--- config.mk ---
export PLATFORM = sky130hd
export DESIGN_NAME = stopwatch_core
export DESIGN_NICKNAME = d
export VERILOG_FILES = /design/src/rtl/stopwatch_pkg.sv /design/src/rtl/bcd_pair_counter.sv /design/src/rtl/stopwatch_core.sv
export SDC_FILE = /design/constraint.sdc
export NUM_CORES = 1
export LEC_CHECK = 0
export ABC_CLOCK_PERIOD_IN_PS = 1500
export BUFFER_PORTS_ARGS = -buffer_cell sky130_fd_sc_hd__buf_4
export CAP_MARGIN = 20
export CORE_MARGIN = 2
export CORE_UTILIZATION = 30
export CTS_BUF_LIST = sky130_fd_sc_hd__clkbuf_8 sky130_fd_sc_hd__clkbuf_16
export DETAILED_ROUTE_END_ITERATION = 16
export GPL_ROUTABILITY_DRIVEN = 0
export PLACE_DENSITY = 0.57
export RECOVER_POWER = 100
export SLEW_MARGIN = 20
export SYNTH_ARGS = -nofsm -noshare
export SYNTH_HDL_FRONTEND = slang
export SYNTH_SLANG_ARGS = --single-unit
--- constraint.sdc ---
create_clock -name clk -period 1.5 [get_ports clk]
set_input_delay 0.3 -clock clk [delete_from_list [all_inputs] [get_ports clk]]
set_output_delay 0.3 -clock clk [all_outputs]
set_load 0.02 [all_outputs]
--- src/rtl/stopwatch_pkg.sv ---
// Shared types and constants for the MM:SS stopwatch core.
package stopwatch_pkg;

  typedef enum logic [1:0] {
    ST_RUN    = 2'd0,
    ST_PAUSED = 2'd1,
    ST_ADJUST = 2'd2
  } state_t;

  localparam logic [7:0] SEC_MAX_BCD = 8'h59;

  localparam logic [1:0] ADJ_NONE = 2'b00;
  localparam logic [1:0] ADJ_MIN  = 2'b01;
  localparam logic [1:0] ADJ_SEC  = 2'b10;

  // Converts a decimal parameter (0..99) into a packed two-digit BCD value.
  function automatic logic [7:0] to_bcd(input int unsigned value);
    logic [7:0] result;
    result[7:4] = 4'((value / 10) % 10);
    result[3:0] = 4'(value % 10);
    return result;
  endfunction

endpackage

--- src/rtl/bcd_pair_counter.sv ---
// Two-digit BCD counter that wraps at a BCD limit and flags the wrap as carry.
module bcd_pair_counter
  import stopwatch_pkg::*;
#(
  parameter logic [7:0] LIMIT = SEC_MAX_BCD
) (
  input  logic       clk,
  input  logic       rst_n,
  input  logic       clr,
  input  logic       inc,
  output logic [3:0] tens,
  output logic [3:0] ones,
  output logic       carry
);

  logic at_limit;

  // The wrap test compares the full BCD pair, so digits can never pass 9.
  assign at_limit = ({tens, ones} == LIMIT);
  assign carry    = inc && at_limit;

  // NOTE: sequential state uses non-blocking assignments so every flop samples pre-edge values.
  always_ff @(posedge clk or negedge rst_n) begin
    if (!rst_n) begin
      tens <= 4'd0;
      ones <= 4'd0;
    end else if (clr) begin
      tens <= 4'd0;
      ones <= 4'd0;
    end else if (inc) begin
      if (at_limit) begin
        tens <= 4'd0;
        ones <= 4'd0;
      end else if (ones == 4'd9) begin
        tens <= tens + 4'd1;
        ones <= 4'd0;
      end else begin
        ones <= ones + 4'd1;
      end
    end
  end

endmodule

--- src/rtl/stopwatch_core.sv ---
// Stopwatch MM:SS in BCD with run/pause/adjust control, advanced by a tick enable.
module stopwatch_core
  import stopwatch_pkg::*;
#(
  parameter int unsigned MAX_MIN      = 59,
  parameter bit          START_PAUSED = 1'b1
) (
  input  logic       clk,
  input  logic       RESET,
  input  logic       tick,
  input  logic       ADJ,
  input  logic       SEL,
  input  logic       pause_pulse,
  output logic [3:0] min_tens,
  output logic [3:0] min_ones,
  output logic [3:0] sec_tens,
  output logic [3:0] sec_ones,
  output logic       running,
  output logic [1:0] adj_field,
  output logic       rollover
);

  localparam logic [7:0] MIN_MAX_BCD = to_bcd(MAX_MIN);
  localparam state_t     RESET_STATE = START_PAUSED ? ST_PAUSED : ST_RUN;

  logic [1:0] rst_sync;
  logic       rst_n;
  state_t     state;
  state_t     state_next;
  logic       sec_inc;
  logic       sec_carry;
  logic       min_inc;
  logic       min_carry;

  // NOTE: reset asserts asynchronously but releases two edges later, so no flop sees a mid-cycle release.
  always_ff @(posedge clk or negedge RESET) begin
    if (!RESET) rst_sync <= 2'b00;
    else        rst_sync <= {rst_sync[0], 1'b1};
  end

  assign rst_n = rst_sync[1];

  // NOTE: every combinational output gets a default first so no latch is inferred.
  always_comb begin
    state_next = state;
    if (ADJ) begin
      state_next = ST_ADJUST;
    end else if (state == ST_ADJUST) begin
      state_next = ST_PAUSED;
    end else if (pause_pulse) begin
      state_next = (state == ST_RUN) ? ST_PAUSED : ST_RUN;
    end
  end

  always_ff @(posedge clk or negedge rst_n) begin
    if (!rst_n) state <= RESET_STATE;
    else        state <= state_next;
  end

  // Increments follow the current state, so a tick coinciding with a transition uses the old rule.
  assign sec_inc = tick && ((state == ST_RUN) || ((state == ST_ADJUST) && SEL));
  assign min_inc = ((state == ST_RUN) && sec_carry) ||
                   (tick && (state == ST_ADJUST) && !SEL);

  bcd_pair_counter #(.LIMIT(SEC_MAX_BCD)) u_sec (
    .clk   (clk),
    .rst_n (rst_n),
    .clr   (1'b0),
    .inc   (sec_inc),
    .tens  (sec_tens),
    .ones  (sec_ones),
    .carry (sec_carry)
  );

  bcd_pair_counter #(.LIMIT(MIN_MAX_BCD)) u_min (
    .clk   (clk),
    .rst_n (rst_n),
    .clr   (1'b0),
    .inc   (min_inc),
    .tens  (min_tens),
    .ones  (min_ones),
    .carry (min_carry)
  );

  always_ff @(posedge clk or negedge rst_n) begin
    if (!rst_n) begin
      adj_field <= ADJ_NONE;
      rollover  <= 1'b0;
    end else begin
      adj_field <= (state_next == ST_ADJUST) ? (SEL ? ADJ_SEC : ADJ_MIN) : ADJ_NONE;
      rollover  <= (state == ST_RUN) && min_carry;
    end
  end

  assign running = (state == ST_RUN);

endmodule

==> flow_metrics.py <==
metrics = {
    "route": {
        "ant_nets": 0,
        "vias": 1014,
        "drtPass1Iterations": 4,
        "routed_via_density": 4.57,
        "wl_per_cell_um": 11.4,
        "wl_um": 2530,
        "drt_iter0_drc": 33,
        "drc_errors": 0,
    },
    "setup_path": {
        "slowest_stage": "or4b_1",
        "critPathCaptureType": "flip-flop",
        "cp-startpoint": "u_sec.ones[1]$_DFFE_PN0P_",
        "r2r_start": "u_sec.ones[1]$_DFFE_PN0P_",
        "cp-endpoint": "u_min.ones[3]$_DFFE_PN0P_",
        "start_kind": "flip-flop",
        "reg2reg_slack_ps": -270,
        "rr_endpoint": "u_min.ones[3]$_DFFE_PN0P_",
        "required_ps": 1700,
        "worstSetupPathType": "reg2reg",
        "crit_chain": "inv_2, ha_4, nand3b_4, nor3_4, a32oi_2, buf_4, or4b_1, nand3_1",
        "crit_fanout": 5,
        "cp.arrival_ps": 1980,
        "slowest_delay_ps": 460,
        "r2r_cells": 8,
    },
    "power_and_ir_drop": {
        "powerDensity_nw_per_um2": 1560,
        "p_leak_uw": 0.000862,
        "vdd_drop_max_mv": 0.656,
    },
    "synth": {
        "avgSynthCellArea_um2": 10.7,
        "synth_area_um2": 1150,
        "synth_fp_nets": 122,
        "yosysUniqueCellTypes": 31,
        "synth.area.top_cells": "dfrtp_1 (48%), ha_1 (8.7%), o21ai_0 (4.8%), nand2_1 (3.9%), mux2_2 (2.9%)",
        "synth_top_area_cell": "dfrtp_1",
        "yosys_register_bits": 23,
        "yosys.area.top_type_share_pct": 47.8,
        "synth_cells": 108,
        "ys_seq_area_share_pct": 50.1,
        "yosysWarningCount": 0,
        "ys.flop_type": "dfrtp_1",
        "ys_async_sr_fraction_pct": 100,
        "synth-edff-count": 0,
    },
    "timing": {
        "rsz0062_at_grt": "yes",
        "clock_skew_ps": 5.04,
        "finalSetupViolCount": 11,
        "maxSlewHeadroom_pct": 63.7,
        "worst_slew_pin_slew_ps": 544,
        "fmax_ghz": 0.564,
        "holdWs_ps": 195,
        "period_needed_ps": 1770,
        "finalWorstSetupSlack_ps": -274,
        "timing.final.crit_share_pct": 118,
        "hold_viol_final": 0,
        "slew_violations": 0,
    },
    "die": {
        "die_w_um": 65.9,
        "core_um2": 3690,
        "rows": 22,
        "die_y_um": 65.9,
        "die-area_um2": 4350,
        "ios": 26,
        "start_util_pct": 31.2,
    },
    "place": {
        "place_ws_ps": -308,
        "dp.final_hpwl_um": 1830,
        "io_buffers": 25,
    },
    "cts": {
        "clock_path_buffers": 2,
        "root_buffer": "clkbuf_8",
        "htree_num_levels": 1,
        "clock_sinks": 23,
        "clk_pin_slew_worst_paths_ps": 80,
        "cts_buffers": 3,
        "cts_tree": "yes",
        "insertion_delay_ps": 260,
    },
    "global_routing": {
        "use_met3_pct": 2.39,
        "grt_overflow_total": 0,
        "top_usage_layer": "met2",
        "grt_util_met2_pct": 21.0,
        "grtUsageMet1_pct": 15.8,
        "grt_pass1_wl_um": 4170,
        "grt_pass1_vias": 980,
        "grt_use_total_pct": 12.4,
        "antenna_found_initial": 0,
        "grt_max_degree": 22,
    },
    "finish": {
        "synthToLayoutAreaGrowth_pct": 55.8,
        "fillers": 374,
        "drive_above_1_share_pct": 44.3,
        "antennaDiodeCount": 0,
        "multi_input_comb_area_um2": 662,
        "fin_nets": 189,
        "regArea_um2": 582,
    },
    "job": {
        "cap_violations": 0,
    },
    "status": {
        "violations": "setup timing",
        "status": "complete, but fails checks",
    },
    "worst_hold_path": {
        "hold_class": "in2reg",
    },
}
-- timing repair --
item,4_1_cts,5_1_grt
pin swaps,8,5
gates resized for setup,11,19
endpoints found under the hold margin,2,0
setup buffers,4,6
hold buffers,1,0
setup endpoints to repair,13,13
-- cell families after synthesis --
| group | Yosys count | share of synthesized area, % |
|---|---|---|
| AO/OA/AOI/OAI | 20 | 10.7 |
| adder cells (fa/ha/maj) | 8 | 8.70 |
| buffers and inverters | 5 | 2.28 |
| flip-flops | 23 | 50.1 |
| multiplexers | 3 | 2.93 |
| other | 1 | 0.326 |
| AND/OR/NAND/NOR | 48 | 25.0 |
-- state kept, by name (all words and copies together), names as in the netlist --
name / count
adj_field: 2
rst_sync: 2
state: 2
u_min.tens: 4
u_sec.ones: 4
u_min.ones: 4
u_sec.tens: 4
rollover: 1
-- metrics by stage --
stage / area, um^2 / util [%] / power (uW) / TNS [ps] / std cells
after detailed placement: 1610 / 43.6 / 2300 / -2020 / 207
after floorplan: 1170 / - / 1630 / -2200 / 108
after global placement: 1610 / 43.6 / 2260 / -1600 / 207
after global routing: 1790 / 48.6 / 3010 / -2590 / 222
after CTS: 1730 / 46.9 / 2790 / -1660 / 216
final: 1790 / 48.6 / 2790 / -1880 / 222
-- area by class of cell --
class	count	share of cell area [%]
Sequential cell	23	32.4
Multi-Input combinational cell	80	36.9
Tap cell	48	3.35
Clock buffer	3	2.30
Timing Repair Buffer	63	23.9
Clock inverter	1	0.279
Inverter	4	0.837
-- worst min path at each step --
stage | depth (start not counted) | startpoint | slack [ps] | end
after floorplan | 0 | RESET | 4 | rst_sync[0]$_DFF_PN0_
after global placement | 1 | RESET | 80 | rst_sync[1]$_DFF_PN0_
after detailed placement | 1 | RESET | 80 | rst_sync[1]$_DFF_PN0_
after CTS | 2 | ADJ | 160 | state[0]$_DFF_PN1_
after global routing | 2 | pause_pulse | 200 | state[0]$_DFF_PN1_
final | 2 | pause_pulse | 200 | state[0]$_DFF_PN1_
-- layer usage --
layer,vias to the layer above,wire (um)
met2,18,1290
met1,484,1100
met3,4,109
li1,508,-
met4,0,31
met5,-,0
-- worst max-delay path: cells and delay by family, from the launching register on --
family          cells  cell delay, ps
fa+ha+maj           1             130
buf+inv             2             250
simple gates        4             790
compound gates      1             130
flops               1             420
-- synth_stat cells, types with 2 or more instances --
| master | number |
|---|---|
| and3b_1 | 2 |
| ha_1 | 8 |
| o21ai_0 | 11 |
| mux2_2 | 3 |
| inv_1 | 4 |
| and2_1 | 2 |
| nand4_1 | 2 |
| o31ai_1 | 2 |
| a21o_1 | 3 |
| nand2_1 | 12 |
| or3_1 | 2 |
| dfrtp_1 | 22 |
| nor3_1 | 4 |
| and2b_1 | 2 |
| nor2_1 | 8 |
| nand3_1 | 4 |
| nand2b_1 | 3 |
-- power breakdown --
part	switching (uW)	internal, uW
Sequential	162	802
Combinational	749	702
Clock	190	185
-- cells in the final DEF, fill, tap and decap left out, drive strengths merged --
master	instances
nand2b	4
buf	43
a21o	3
or4b	1
conb	1
or3	2
nor3	5
nand2	12
nand3b	1
ha	8
dfstp	1
nand3	4
a211oi	1
or4	1
and2	2
nor2	8
and2b	3
clkinv	1
nor2b	1
dlygate4sd3	1
o22ai	1
mux2	3
nand4	2
o21bai	1
a32oi	1
clkbuf	22
inv	4
o21ai	11
dfrtp	22
and3b	2
o31ai	2
Note: power is estimated with default switching activity, not from simulation.
